$ cat src/rtl/insn_loader.sv
// Framed byte-stream loader: SYNC, LEN, big-endian 16-bit words, XOR checksum.
// Writes words into instruction memory from address 0 and holds the CPU while loading.
module insn_loader #(
  parameter int unsigned ADDR_W = 8,
  parameter logic [7:0]  SYNC   = 8'hA5
) (
  input  logic              CLK,
  input  logic              RST_N,
  input  logic [7:0]        RX_DATA,
  input  logic              RX_VALID,
  output logic              RX_READY,
  output logic [ADDR_W-1:0] MEM_ADDR,
  output logic [15:0]       MEM_DIN,
  output logic              MEM_WE,
  output logic              CPU_HOLD,
  output logic              DONE,
  output logic              ERR
);

  typedef enum logic [2:0] {
    S_IDLE, S_LEN, S_HI, S_LO, S_WRITE, S_CSUM
  } state_t;

  state_t              state_q, state_d;
  logic                rdy_q, rdy_d;
  logic                we_q, we_d;
  logic [ADDR_W-1:0]   addr_q, addr_d;
  logic [15:0]         din_q, din_d;
  logic                hold_q, hold_d;
  logic                done_q, done_d;
  logic                err_q, err_d;
  logic [ADDR_W:0]     idx_q, idx_d;
  logic [ADDR_W:0]     n_q, n_d;
  logic [7:0]          acc_q, acc_d;

  logic                accept;
  logic [ADDR_W:0]     idx_inc;
  logic [ADDR_W:0]     n_full;

  always_comb begin
    state_d  = state_q;
    we_d     = 1'b0;
    done_d   = 1'b0;
    addr_d   = addr_q;
    din_d    = din_q;
    hold_d   = hold_q;
    err_d    = err_q;
    idx_d    = idx_q;
    n_d      = n_q;
    acc_d    = acc_q;
    accept   = RX_VALID && rdy_q;
    // Index and length are one bit wider than the address so a full-memory
    // frame reaches 2^ADDR_W without wrapping before the compare.
    idx_inc  = idx_q + (ADDR_W+1)'(1);
    n_full   = '0;
    n_full[ADDR_W] = 1'b1;

    unique case (state_q)
      S_IDLE: begin
        if (accept && RX_DATA == SYNC) begin
          state_d = S_LEN;
          acc_d   = '0;
          idx_d   = '0;
          hold_d  = 1'b1;
        end
      end
      S_LEN: begin
        if (accept) begin
          n_d     = (RX_DATA == 8'h00) ? n_full : (ADDR_W+1)'(RX_DATA);
          acc_d   = acc_q ^ RX_DATA;
          state_d = S_HI;
        end
      end
      S_HI: begin
        if (accept) begin
          din_d[15:8] = RX_DATA;
          acc_d       = acc_q ^ RX_DATA;
          state_d     = S_LO;
        end
      end
      S_LO: begin
        if (accept) begin
          din_d[7:0] = RX_DATA;
          acc_d      = acc_q ^ RX_DATA;
          state_d    = S_WRITE;
          we_d       = 1'b1;
          addr_d     = idx_q[ADDR_W-1:0];
        end
      end
      S_WRITE: begin
        idx_d   = idx_inc;
        state_d = (idx_inc == n_q) ? S_CSUM : S_HI;
      end
      S_CSUM: begin
        if (accept) begin
          state_d = S_IDLE;
          if (RX_DATA == acc_q) begin
            done_d = 1'b1;
            err_d  = 1'b0;
            hold_d = 1'b0;
          end else begin
            err_d  = 1'b1;
          end
        end
      end
      default: state_d = S_IDLE;
    endcase

    rdy_d = (state_d != S_WRITE);
  end

  always_ff @(posedge CLK) begin
    if (!RST_N) begin
      state_q <= S_IDLE;
      rdy_q   <= 1'b1;
      we_q    <= 1'b0;
      addr_q  <= '0;
      din_q   <= '0;
      hold_q  <= 1'b0;
      done_q  <= 1'b0;
      err_q   <= 1'b0;
      idx_q   <= '0;
      n_q     <= '0;
      acc_q   <= '0;
    end else begin
      state_q <= state_d;
      rdy_q   <= rdy_d;
      we_q    <= we_d;
      addr_q  <= addr_d;
      din_q   <= din_d;
      hold_q  <= hold_d;
      done_q  <= done_d;
      err_q   <= err_d;
      idx_q   <= idx_d;
      n_q     <= n_d;
      acc_q   <= acc_d;
    end
  end

  assign RX_READY = rdy_q;
  assign MEM_WE   = we_q;
  assign MEM_ADDR = addr_q;
  assign MEM_DIN  = din_q;
  assign CPU_HOLD = hold_q;
  assign DONE     = done_q;
  assign ERR      = err_q;

endmodule

$ cat config.mk
export PLATFORM = sky130hd
export DESIGN_NAME = insn_loader
export DESIGN_NICKNAME = d
export VERILOG_FILES = /design/src/rtl/insn_loader.sv
export SDC_FILE = /design/constraint.sdc
export NUM_CORES = 1
export LEC_CHECK = 0
export ABC_AREA = 1
export CAP_MARGIN = 20
export CELL_PAD_IN_SITES_DETAIL_PLACEMENT = 2
export CELL_PAD_IN_SITES_GLOBAL_PLACEMENT = 2
export CORE_ASPECT_RATIO = 1.2
export CORE_UTILIZATION = 31
export CTS_BUF_LIST = sky130_fd_sc_hd__clkbuf_8
export DETAILED_ROUTE_END_ITERATION = 6
export GPL_TIMING_DRIVEN = 0
export PLACE_DENSITY_LB_ADDON = 0.2
export SYNTH_ARGS = -nofsm -noshare
export SYNTH_HDL_FRONTEND = slang
export SYNTH_SLANG_ARGS = --single-unit
$ cat constraint.sdc
create_clock -name CLK -period 2.4 [get_ports CLK]
set_clock_uncertainty 0.2 [all_clocks]
set_input_delay 0.6 -clock CLK [delete_from_list [all_inputs] [get_ports CLK]]
set_output_delay 0.6 -clock CLK [all_outputs]
set_load 0.005 [all_outputs]
==> flow_summary.rst <==
.. list-table::
   :header-rows: 1

   * - Metric
     - Value
   * - Violations in the final reports
     - DRC
   * - Fraction of power spent switching nets
     - 22.3%
   * - Post-route setup slack
     - 180 ps
   * - CP startpoint kind
     - input port
   * - Number of synthesized register bits
     - 58
   * - Syn avg cell area
     - 7.20 sq um
   * - Endpoint type of the worst setup path
     - flip-flop
   * - Slew of the pin with the lowest slew margin
     - 528 ps
   * - Setup-failing EPs final
     - 0
   * - Gr ovfl total
     - 0
   * - Clock power frac
     - 49.1%
   * - Max Freq
     - 450 MHz
   * - Cell accounting for the most synthesized area
     - sky130_fd_sc_hd__dfxtp_1
   * - Syn-to-layout area delta
     - 29.2%
   * - Clock insertion delay at the later pin of the skew report
     - 340 ps
   * - CTS Hold Buffers Added
     - 0
   * - Worst Setup Path Type
     - input port to flip-flop
   * - Antenna violations before repair
     - 0
   * - Share of the clock period used by the worst path after layout
     - 92.5%
   * - Shortest clock period the worst path allows after layout
     - 2220 ps
   * - Vertical die dimension
     - 101 microns
   * - Post-DP HPWL
     - 6150 microns
   * - Top_reg_cell synth
     - sky130_fd_sc_hd__dfxtp_1
   * - Post-CTS Setup Repair Bufs
     - 0
   * - Number of buffers added by the clock tree synthesis step
     - 9
   * - Switching Power
     - 0.460 mW
   * - Net count after synthesis
     - 367
   * - Via density per instance
     - 5.04
   * - Core region area
     - 7840 sq um
   * - Relative contribution of combinational cells to total power
     - 4.0%
   * - Clock-pin slew reported for the worst setup and hold paths after clock tree synthesis
     - 70 ps
   * - Worst setup timing slack at the placement stage
     - -376 ps
   * - Max-cap viol count
     - 0
   * - First-pass GRT wire length
     - 13600 microns
   * - Number of vias after detailed routing
     - 2531
   * - Io pins
     - 40
   * - Depth of the CTS H-tree
     - 3
   * - Critical path peak fanout
     - 10
   * - Area contributors post-synth
     - sky130_fd_sc_hd__dfxtp_1 (45%), sky130_fd_sc_hd__nand2_1 (8.8%), sky130_fd_sc_hd__o21ai_0 (8.8%)
   * - Crit path arrival time
     - 2230 ps
   * - Fraction of layout cells with a size suffix above 1
     - 8.78%
   * - Static leakage
     - 1.41 nW
   * - RSZ-0062 raised after global routing
     - no
   * - Die area
     - 8610 sq um
   * - Type of the tightest min-delay check
     - flip-flop to flip-flop
   * - CTS tree
     - done
   * - Residual DRC
     - 1
   * - Fin. max-slew vios
     - 0
   * - Run status
     - finished with violations
   * - Post-layout nets
     - 417
   * - Power density of the placed cells
     - 623 nW/um^2
   * - Final weighted congestion of routability-driven global placement
     - 0.861
   * - Worst vdd rail ir drop
     - 0.000270 V
   * - Maximum number of pins on one net before global-route repair
     - 11
   * - CTS sink cnt
     - 58
   * - Fillers
     - 920
   * - Hold Vio Cnt, Final
     - 0
   * - Critical path required time
     - 2410 ps
   * - Global routing usage summed across all routing layers
     - 20.8%
   * - Share of power burned in registers
     - 46.9%
   * - Max_slew headroom
     - 64.8%
   * - Final hold slack
     - 277 ps
   * - Syn. warnings
     - 0
   * - Vias in the first global route
     - 2814
   * - Detailed router's first-iteration violation count
     - 77
   * - Initial core utilization
     - 32.6%
   * - Post-synth cell types
     - 30
   * - Int Power
     - 1.60 mW
   * - Sequential fraction of the synthesis area
     - 45.4%
   * - Antenna Violating Nets Remaining
     - 0
   * - Reg-to-reg setup timing slack
     - 320 ps
   * - Average routed wire per standard cell
     - 16.6 microns
   * - Synthesized netlist cell count
     - 355
   * - Count of input and output buffers
     - 39
   * - DRT Pass-1 Iters
     - 6
   * - N_diodes
     - 0
   * - Async SR Flop Fraction
     - 0%
   * - Number of synthesized flops with an enable pin
     - 0
   * - Fraction of synthesized cell area taken by the top area cell type
     - 45.4%
   * - Number of placement rows
     - 35
   * - Maximum count of clock buffers along a single path
     - 2
   * - Cell area after technology mapping
     - 2560 sq um
   * - Horizontal die dimension
     - 84.9 microns
   * - Clk Tree Root Cell
     - sky130_fd_sc_hd__clkbuf_8
   * - Aggregate routed wire length
     - 8330 microns
[critical path, stage by stage]
cell and delay [ps]:
sky130_fd_sc_hd__clkdlybuf4s50_1 490, sky130_fd_sc_hd__nand2_2 130, sky130_fd_sc_hd__nor2_2 140, sky130_fd_sc_hd__nand3_1 150
sky130_fd_sc_hd__inv_2 140, sky130_fd_sc_hd__a21oi_4 60, sky130_fd_sc_hd__inv_2 80, sky130_fd_sc_hd__buf_2 190
sky130_fd_sc_hd__o21ai_0 110, sky130_fd_sc_hd__o21ai_0 80, sky130_fd_sc_hd__nor2_1 50
[synth_stat cells (2+ instances only)]
master,instances
sky130_fd_sc_hd__nand2_1,60
sky130_fd_sc_hd__dfxtp_1,58
sky130_fd_sc_hd__nor2_1,55
sky130_fd_sc_hd__o21ai_0,45
sky130_fd_sc_hd__inv_1,36
sky130_fd_sc_hd__a21oi_1,34
sky130_fd_sc_hd__nand3_1,20
sky130_fd_sc_hd__clkbuf_1,6
sky130_fd_sc_hd__xnor2_1,6
sky130_fd_sc_hd__xor2_1,5
sky130_fd_sc_hd__buf_2,3
sky130_fd_sc_hd__inv_2,3
sky130_fd_sc_hd__nor2_2,3
sky130_fd_sc_hd__buf_4,2
sky130_fd_sc_hd__nand3b_1,2
sky130_fd_sc_hd__nand4_1,2
sky130_fd_sc_hd__nor4_1,2
[layout by cell type, fill, tap and decap left out, types with 2 or more instances in the layout]
master | netlist | routed
sky130_fd_sc_hd__clkdlybuf4s50_1 | 0 | 31
sky130_fd_sc_hd__nand4_1 | 2 | 2
sky130_fd_sc_hd__clkbuf_1 | 6 | 6
sky130_fd_sc_hd__clkbuf_8 | 0 | 10
sky130_fd_sc_hd__nand3b_1 | 2 | 2
sky130_fd_sc_hd__o21ai_0 | 45 | 43
sky130_fd_sc_hd__nor4_1 | 2 | 2
sky130_fd_sc_hd__buf_2 | 3 | 3
sky130_fd_sc_hd__inv_2 | 3 | 5
sky130_fd_sc_hd__clkinv_2 | 0 | 2
sky130_fd_sc_hd__xnor2_1 | 6 | 6
sky130_fd_sc_hd__nor2_1 | 55 | 54
sky130_fd_sc_hd__nand2_2 | 1 | 2
sky130_fd_sc_hd__nand2_1 | 60 | 59
sky130_fd_sc_hd__dfxtp_1 | 58 | 58
sky130_fd_sc_hd__nor2_2 | 3 | 4
sky130_fd_sc_hd__xor2_1 | 5 | 5
sky130_fd_sc_hd__o21ai_1 | 1 | 3
sky130_fd_sc_hd__a21oi_1 | 34 | 34
sky130_fd_sc_hd__dlymetal6s2s_1 | 0 | 7
sky130_fd_sc_hd__inv_1 | 36 | 35
sky130_fd_sc_hd__nand3_1 | 20 | 20
sky130_fd_sc_hd__buf_4 | 2 | 2
sky130_fd_sc_hd__bufinv_16 | 0 | 2
[power groups by stage]
stage,sequential (mW),combinational [mW],clock [mW]
after global placement,0.987,0.0807,0
final,0.965,0.0815,1.01
after CTS,0.965,0.0830,1.04
after detailed placement,0.987,0.0832,0
after floorplan,0.987,0.0360,0
after global routing,0.964,0.0895,1.07
[metrics by stage]
step | std cells | utilization, % | setup TNS (ps) | power [mW] | cell area, sq um
after global placement | 486 | 39.1 | -8040 | 1.07 | 3060
after floorplan | 355 | - | 0 | 1.02 | 2560
after global routing | 502 | 42.1 | 0 | 2.13 | 3300
after detailed placement | 486 | 39.1 | -9990 | 1.07 | 3060
after CTS | 502 | 41.8 | 0 | 2.09 | 3280
final | 502 | 42.1 | 0 | 2.06 | 3300
[flip-flops by register name, summed over array words and instances, names as in the netlist]
signal and count:
MEM_DIN 16, MEM_WE 1, DONE 1, ERR 1, state_q 3, n_q 9, RX_READY 1, acc_q 8
CPU_HOLD 1, MEM_ADDR 8, idx_q 9
[routing by layer]
| layer | wire, microns | up-vias | share of wire, % | track usage, % |
|---|---|---|---|---|
| met4 | 153 | 0 | 1.8 | 7.82 |
| met3 | 187 | 9 | 2.2 | 3.67 |
| met1 | 3440 | 1250 | 41 | 22.4 |
| met5 | 0 | - | 0 | 0 |
| li1 | - | 1239 | - | - |
| met2 | 4550 | 33 | 55 | 40.3 |
[cell type report]
cell class                 count  area [sq um]  area share, %
inverter                      40           150           4.55
clock buffer                  10           138           4.17
sequential                    58          1160           35.2
timing repair buffer          39           407           12.3
multi-input combinational    245          1190           36.0
buffer                        12          60.1           1.82
tap                           92           115           3.49
clock inverter                 6          81.3           2.46
[timing repair]
| item | in CTS | in global routing |
|---|---|---|
| hold endpoints to repair | 0 | 0 |
| resized for setup | 1 | 13 |
| setup endpoints to repair | 1 | 29 |
[cell families (layout without fill, tap and decap cells)]
family,Yosys count,count (layout),synth area share [%]
and+or+nand+nor,149,149,24.5
adders and majority gates,1,1,0.489
DFF,58,58,45.4
buffers and inverters,52,107,8.22
xor gates and xnor gates,12,12,4.41
AOI/OAI and AO/OA,83,83,16.9
[final timing paths]
kind | startpoint | endpoint | depth (start not counted)
hold reg to reg | CPU_HOLD$_SDFFE_PN0P_ | CPU_HOLD$_SDFFE_PN0P_ | 2
setup reg to reg | idx_q[1]$_SDFFE_PN0P_ | state_q[2]$_SDFF_PN0_ | 10
hold / removal | CPU_HOLD$_SDFFE_PN0P_ | CPU_HOLD$_SDFFE_PN0P_ | 2
setup / recovery | RX_VALID | acc_q[5]$_SDFFE_PN0P_ | 11
Power figures use the tool's default switching activity.
